**src/rtl/aes_inv_key_sched.sv**
```systemverilog
`timescale 1ns/1ps
// Purpose: regenerates AES-128 round keys 10 down to 0 by running the key expansion backwards.
// Latency: round 10 is valid the cycle after start; each later round is valid 4 cycles after the previous handshake.
// Backpressure: rk_ready low holds round_key/round_idx/rk_valid stable in PRESENT with no state change.
module aes_inv_key_sched (
    input  logic         clk,
    input  logic         reset_n,
    input  logic         start,
    input  logic [127:0] last_key,
    output logic [127:0] round_key,
    output logic [3:0]   round_idx,
    output logic         rk_valid,
    input  logic         rk_ready,
    output logic         busy,
    output logic [31:0]  sbox_in,
    input  logic [31:0]  sbox_out
);

    typedef enum logic [1:0] {
        IDLE    = 2'd0,
        PRESENT = 2'd1,
        COMPUTE = 2'd2
    } state_t;

    state_t      state_q;
    logic [31:0] r0_q, r1_q, r2_q, r3_q;
    logic [5:0]  j_q;
    logic [1:0]  sub_q;
    logic [3:0]  idx_q;
    logic        vld_q;
    logic        busy_q;

    logic [7:0]  rcon_b;
    logic [31:0] temp_w;
    logic [31:0] new_w;

    // Round constant for the round being left; index is j/4 at the j = 4r step.
    function automatic logic [7:0] rcon(input logic [3:0] r);
        case (r)
            4'd1:    rcon = 8'h01;
            4'd2:    rcon = 8'h02;
            4'd3:    rcon = 8'h04;
            4'd4:    rcon = 8'h08;
            4'd5:    rcon = 8'h10;
            4'd6:    rcon = 8'h20;
            4'd7:    rcon = 8'h40;
            4'd8:    rcon = 8'h80;
            4'd9:    rcon = 8'h1b;
            4'd10:   rcon = 8'h36;
            default: rcon = 8'h00;
        endcase
    endfunction

    // Recover w[j-4] = w[j] ^ T(w[j-1]); the S-box path is only used on the j = 4r step.
    always_comb begin
        sbox_in = {r2_q[23:0], r2_q[31:24]};
        rcon_b  = rcon(j_q[5:2]);
        if (j_q[1:0] == 2'd0) begin
            temp_w = sbox_out ^ {rcon_b, 24'h000000};
        end else begin
            temp_w = r2_q;
        end
        new_w = r3_q ^ temp_w;
    end

    // Control FSM and window shift register; all outputs are registered.
    always_ff @(posedge clk or negedge reset_n) begin
        if (!reset_n) begin
            state_q <= IDLE;
            r0_q    <= 32'h0;
            r1_q    <= 32'h0;
            r2_q    <= 32'h0;
            r3_q    <= 32'h0;
            j_q     <= 6'd0;
            sub_q   <= 2'd0;
            idx_q   <= 4'd0;
            vld_q   <= 1'b0;
            busy_q  <= 1'b0;
        end else begin
            case (state_q)
                IDLE: begin
                    if (start) begin
                        r0_q    <= last_key[127:96];
                        r1_q    <= last_key[95:64];
                        r2_q    <= last_key[63:32];
                        r3_q    <= last_key[31:0];
                        j_q     <= 6'd43;
                        idx_q   <= 4'd10;
                        vld_q   <= 1'b1;
                        busy_q  <= 1'b1;
                        state_q <= PRESENT;
                    end
                end
                PRESENT: begin
                    if (rk_ready) begin
                        vld_q <= 1'b0;
                        if (idx_q == 4'd0) begin
                            busy_q  <= 1'b0;
                            state_q <= IDLE;
                        end else begin
                            sub_q   <= 2'd0;
                            state_q <= COMPUTE;
                        end
                    end
                end
                COMPUTE: begin
                    r3_q  <= r2_q;
                    r2_q  <= r1_q;
                    r1_q  <= r0_q;
                    r0_q  <= new_w;
                    j_q   <= j_q - 6'd1;
                    sub_q <= sub_q + 2'd1;
                    if (sub_q == 2'd3) begin
                        idx_q   <= idx_q - 4'd1;
                        vld_q   <= 1'b1;
                        state_q <= PRESENT;
                    end
                end
                default: begin
                    state_q <= IDLE;
                end
            endcase
        end
    end

    assign round_key = {r0_q, r1_q, r2_q, r3_q};
    assign round_idx = idx_q;
    assign rk_valid  = vld_q;
    assign busy      = busy_q;

endmodule
```
**config.mk**
```make
export PLATFORM = sky130hd
export DESIGN_NAME = aes_inv_key_sched
export DESIGN_NICKNAME = d
export VERILOG_FILES = /design/src/rtl/aes_inv_key_sched.sv
export SDC_FILE = /design/constraint.sdc
export NUM_CORES = 1
export LEC_CHECK = 0
export ABC_AREA = 1
export CORE_ASPECT_RATIO = 0.9
export CORE_MARGIN = 2
export CORE_UTILIZATION = 42
export DETAILED_ROUTE_END_ITERATION = 8
export DONT_BUFFER_PORTS = 1
export GPL_ROUTABILITY_DRIVEN = 0
export GPL_TIMING_DRIVEN = 1
export HOLD_SLACK_MARGIN = 0.06
export REMOVE_ABC_BUFFERS = 1
export SLEW_MARGIN = 20
export SYNTH_ARGS = -nofsm -noshare
export SYNTH_HDL_FRONTEND = slang
export SYNTH_SLANG_ARGS = --single-unit
export TNS_END_PERCENT = 100
```
**constraint.sdc**
```tcl
create_clock -name clk -period 2.1 [get_ports clk]
set_clock_uncertainty 0.05 [all_clocks]
set_input_delay 0.21 -clock clk [delete_from_list [all_inputs] [get_ports clk]]
set_output_delay 0.21 -clock clk [all_outputs]
set_load 0.05 [all_outputs]
```
### Yosys cells after proc, flatten, opt, wreduce, memory -nomap -nowiden

Memories as Yosys holds them, arrays and structs flattened.
Cells that the tools add are included.

| storage, ports and cells | value |
|---|---|
| ROM bits | 128 |
| word-level logic and storage cells | 66 |
| register bits after elaboration | 144 |
| memories | 1 |

Memory list:

| memory | depth | width | rd ports | clocked after memory_dff | write ports | RTL line | RTL |
|---|---|---|---|---|---|---|---|
| (name not given) | 16 | 8 | 1 | 0 | 0 | 39 | `case (r)` |

| cells by class | value |
|---|---|
| bitwise operators | 2 |
| $add $sub $neg | 3 |
| reductions and logical operators | 13 |
| muxes and demuxes | 29 |
| equality and inequality tests | 8 |

Operators by type and width:

| operator | number |
|---|---|
| one-hot mux 32 bit (2 select lines) | 4 |
| two-way mux 32 bit | 5 |
| bitwise XOR 32 bit | 2 |
| two-way mux 2 bit | 6 |
| one-hot mux 6 bit (2 select lines) | 1 |
| inequality test 2 bit, second input constant | 5 |
| AND reduction 3 bit | 3 |
| two-way mux 4 bit | 2 |
| one-hot mux 4 bit (2 select lines) | 1 |
| AND reduction 4 bit | 2 |
| two-way mux 6 bit | 1 |
| one-hot mux 2 bit (3 select lines) | 1 |
| nonzero test 2 bit | 3 |
| subtractor 6 x 1 -> 6 bit, second input constant | 1 |
| two-way mux 1 bit | 5 |
| equality test 2 bit, second input constant | 2 |
| zero test 2 bit | 2 |
| zero test 4 bit | 1 |
| one-hot mux 2 bit (2 select lines) | 1 |
| subtractor 4 x 1 -> 4 bit, second input constant | 1 |
| one-hot mux 1 bit (3 select lines) | 1 |
| nonzero test 3 bit | 1 |
| adder 2 x 1 -> 2 bit, second input constant | 1 |
| equality test 2 x 1 -> 1 bit, second input constant | 1 |
| other kinds (2) | 2 |

### Depth between registers and ports, before layout

An unclocked memory read counts as a cell.

| depth | value |
|---|---|
| depth in word-level cells | 5 |
| gate-level depth with buffers | 12 |
| mapped depth without buffers | 11 |

### Worst setup path before layout

OpenSTA, ideal clock, no wires.

| path | value |
|---|---|
| path type | register -> register |
| from | register j_q[0] |
| to | register r0_q[2] |
| stages on the path, launching flop included | 11 |
| setup time | 0.128 ns |
| data arrival time | 1.496 ns |
| path buffers | 3 |
| required time | 1.922 ns |
| period minus slack after synthesis | 1.673 ns |
| path slack | 0.427 ns |
| cell sequence | dfrtp_1 inv_1 ha_1 buf_6 inv_2 buf_6 buf_6 o21ai_0 nor2_1 o221ai_1 o21ai_1 |

| between the ends | value |
|---|---|
| cells in the longest elaborated chain, start to end | 4 |

Ends and longest elaborated chain:

| item | RTL line | RTL |
|---|---|---|
| from (decl) | 27 | `logic [5:0] j_q;` |
| from (signal assigned) | 111 | `j_q <= j_q - 6'd1;` |
| zero test 2 bit | 58 | `if (j_q[1:0] == 2'd0) begin` |
| two-way mux 32 bit | 58 |  |
| bitwise XOR 32 bit | 63 | `new_w = r3_q ^ temp_w;` |
| one-hot mux 32 bit (2 select lines) | 80 | `case (state_q)` |
| to (signal assigned) | 83 | `r0_q <= last_key[127:96];` |
| to (signal assigned) | 110 | `r0_q <= new_w;` |
| to (decl) | 26 | `logic [31:0] r0_q, r1_q, r2_q, r3_q;` |

No other way between the ends.
A chain may end at the register's enable or synchronous reset.

### Worst setup path in the final report

| path | value |
|---|---|
| from | register state_q[0] |
| to | register r0_q[5] |

| between the ends | value |
|---|---|
| cells in the longest elaborated chain, start to end | 3 |
| elaborated cells between the ends (all ways) | 6 |

Ends and longest elaborated chain:

| item | RTL line | RTL |
|---|---|---|
| from (decl) | 25 | `state_t state_q;` |
| from (signal assigned) | 69 | `state_q <= IDLE;` |
| from (signal assigned) | 91 | `state_q <= PRESENT;` |
| from (signal assigned) | 99 | `state_q <= IDLE;` |
| equality test 2 bit / zero test 2 bit (equally long branches) | 80 |  |
| nonzero test 2 bit (no line) / inequality test 2 bit (equally long branches) | n/a |  |
| AND reduction 2 bit (no line) | n/a |  |

Several ways; a longest one is shown, not always the timed one.

==> impl_metrics.env <==
export IMPL_grtUsageTotal=0.2221
export IMPL_min_period_ns=1.852
export IMPL_wl_per_cell_um=16.48
export IMPL_nFillCells=1778
export IMPL_dr_pass1_iters=5
export IMPL_worstReg2RegEnd="r0_q[5]"
export IMPL_ys_ff_latch=144
export IMPL_r2r_setup_slack_ns=0.25
export IMPL_portBuffers=0
export IMPL_startpoint_type="flop"
export IMPL_cp_max_fo=66
export IMPL_synth_warnings=0
export IMPL_syn_to_final_growth_pct=25.29
export IMPL_cp_required_ns=2.39
export IMPL_cts_tree="yes"
export IMPL_reg2reg_from="state_q[0]"
export IMPL_dieArea_um2=20280
export IMPL_cts_resized=0
export IMPL_synth_cell_area_um2=8045
export IMPL_nets=1309
export IMPL_grt_busiest_layer="met2"
export IMPL_vias_per_cell=5.263
export IMPL_avgSynthCellArea_um2=7.803
export IMPL_grt_setup_unrepaired="false"
export IMPL_postCtsSetupBuffers=0
export IMPL_maxSlewHeadroom=0.5534
export IMPL_clock_latency_ns=0.42
export IMPL_drtAntennaViolNets=0
export IMPL_yosysMostFrequentCell="nand2_1"
export IMPL_max_freq_mhz=539.9
export IMPL_antenna_found_initial=0
export IMPL_final_cells=1397
export IMPL_wirelength_um=23030
export IMPL_synth_yosys_seq_area_share=0.4479
export IMPL_synth_common_cells="nand2_1, dfrtp_1, inv_1"
export IMPL_yosys_area_top_type_share=0.4479
export IMPL_synth_top_flop_cell="dfrtp_1"
export IMPL_grt_pass1_wl_um=35780
export IMPL_hp_class="input port to async pin"
export IMPL_htree_levels=4
export IMPL_vias=7352
export IMPL_whs_ns=-0.5721
export IMPL_grt_pass1_vias=6913
export IMPL_ioPinCount=330
export IMPL_core_um2=18980
export IMPL_status="finished with violations"
export IMPL_tightest_slew_ns=0.6699
export IMPL_reg2regPathDepth=7
export IMPL_dp_cells=1237
export IMPL_ctsHoldBuffers=129
export IMPL_overflow=0
export IMPL_critPathArrivalTime_ns=2.14
export IMPL_clockBufferDepth=2
export IMPL_grt_use_met2=0.3754
export IMPL_synth_edf_count=0
export IMPL_cts_made_buffers=17
export IMPL_yosysTopAreaCell="dfrtp_1"
export IMPL_hpwl_um=15230
export IMPL_die_x_um=149.9
export IMPL_slew_viol_final=0
export IMPL_endpoint_kind="flop"
export IMPL_route_detailed_drc=0
export IMPL_hold_viol=144
export IMPL_fp_dieH_um=135.3
export IMPL_cts_sinks=144
export IMPL_synthTopCellsByArea="dfrtp_1, nand2_1, o211ai_1, o21ai_0, o21ai_1"
export IMPL_cts_root_buf="clkbuf_16"
export IMPL_async_reset_ff_frac=1.000
export IMPL_grt_use_met1=0.2807
export IMPL_initialDrtViolationCount=433
export IMPL_maxCapViolations=0
export IMPL_drive_gt1_frac=0.08457
export IMPL_grt_max_degree=145
export IMPL_setup_viol=0
export IMPL_finalCritPeriodShare=0.8819
export IMPL_worstSetupPathType="flop to flop"
export IMPL_grtUsageMet3=0.06700
export IMPL_floorplan_initialDensity=0.4239
export IMPL_violations="negative hold slack"
export IMPL_netlist_instances=1031
export IMPL_synth_distinct_cells=32
export IMPL_num_rows=48
export IMPL_path_clk_slew_ns=0.07
export IMPL_num_antenna_cells=0
routing by layer:
layer | part of all wire | wire length [µm]
met1 | 0.42 | 9659
met4 | 0.0078 | 179
met2 | 0.49 | 11350
met5 | 0 | 0
met3 | 0.080 | 1834
sequential cells by signal, indices dropped and copies added (netlist names):
name	cells
state_q	2
r0_q	32
r3_q	32
r1_q	32
j_q	6
sub_q	2
busy	1
r2_q	32
round_idx	4
rk_valid	1
cell families (layout without fill, tap and decap cells):
family	Yosys count	count (layout)	share of synthesized area
buffers and inverters	208	324	0.1317
flip-flops	144	144	0.4479
XOR/XNOR	4	4	0.004355
AND/OR/NAND/NOR	396	396	0.1978
AO/OA/AOI/OAI	269	269	0.2026
adder cells (fa/ha/maj)	10	10	0.01555
worst max path at each step:
stage	startpoint	end	slack, ns	depth (start not counted)
global placement	state_q[0]	r0_q[21]	0.36	7
finish	state_q[0]	r0_q[5]	0.25	7
detailed placement	state_q[0]	r0_q[5]	0.30	7
floorplan	state_q[1]	round_idx[1]	-2.48	8
global route	state_q[0]	r0_q[5]	0.1	7
CTS	state_q[0]	r0_q[2]	0.27	7
through the flow:
stage	TNS (ns)	area [µm²]	hold slack [ns]	setup slack [ns]	utilization
6_report	0	10080	-0.5721	0.2479	0.5311
3_5_place_dp	0	8197	-0.1327	0.3050	0.4319
2_1_floorplan	-221.32	7403	-0.1356	-2.479	-
3_3_place_gp	0	8197	-0.1328	0.3570	0.4319
4_1_cts	0	10080	-0.5948	0.2720	0.5311
5_1_grt	0	10080	-0.5988	0.09512	0.5311
cell type report:
cell class | instances | area [µm²] | area share
Tap cell | 250 | 312.8 | 0.03103
Timing Repair Buffer | 183 | 1772 | 0.1758
Inverter | 110 | 417.9 | 0.04146
Sequential cell | 144 | 3603 | 0.3575
Clock buffer | 18 | 429.2 | 0.04258
Clock inverter | 13 | 162.7 | 0.01614
Multi-Input combinational cell | 679 | 3382 | 0.3355
critical path, stage by stage (launching register included):
cell and delay, ns:
dfrtp_1 0.42, inv_2 0.09, nand3_4 0.08, nand2_4 0.07, inv_4 0.11, buf_4 0.52, o221ai_1 0.25, o21ai_0 0.12
placed cells by master (no fill, tap or decap), types with 3 or more instances in the layout:
cell type      synthesis  layout
nand2_1              267     267
dfrtp_1              144     144
dlygate4sd3_1          0     129
inv_1                103     103
o21ai_1               81      81
o21ai_0               81      81
nor2_1                77      77
o211ai_1              55      55
buf_4                 46      48
nand3_1               42      42
o221ai_1              24      24
o31ai_1               19      19
clkbuf_16              0      17
ha_1                  10      10
buf_12                 0       6
inv_2                  5       5
a21oi_1                4       4
nand4_1                3       3
xnor2_1                3       3
clkinv_2               0       3
clkinvlp_4             0       3
bufinv_16              0       3
Power is left out: the tool's default activity adds up to more than one toggle a clock period on the data nets, which glitch-free logic cannot reach.
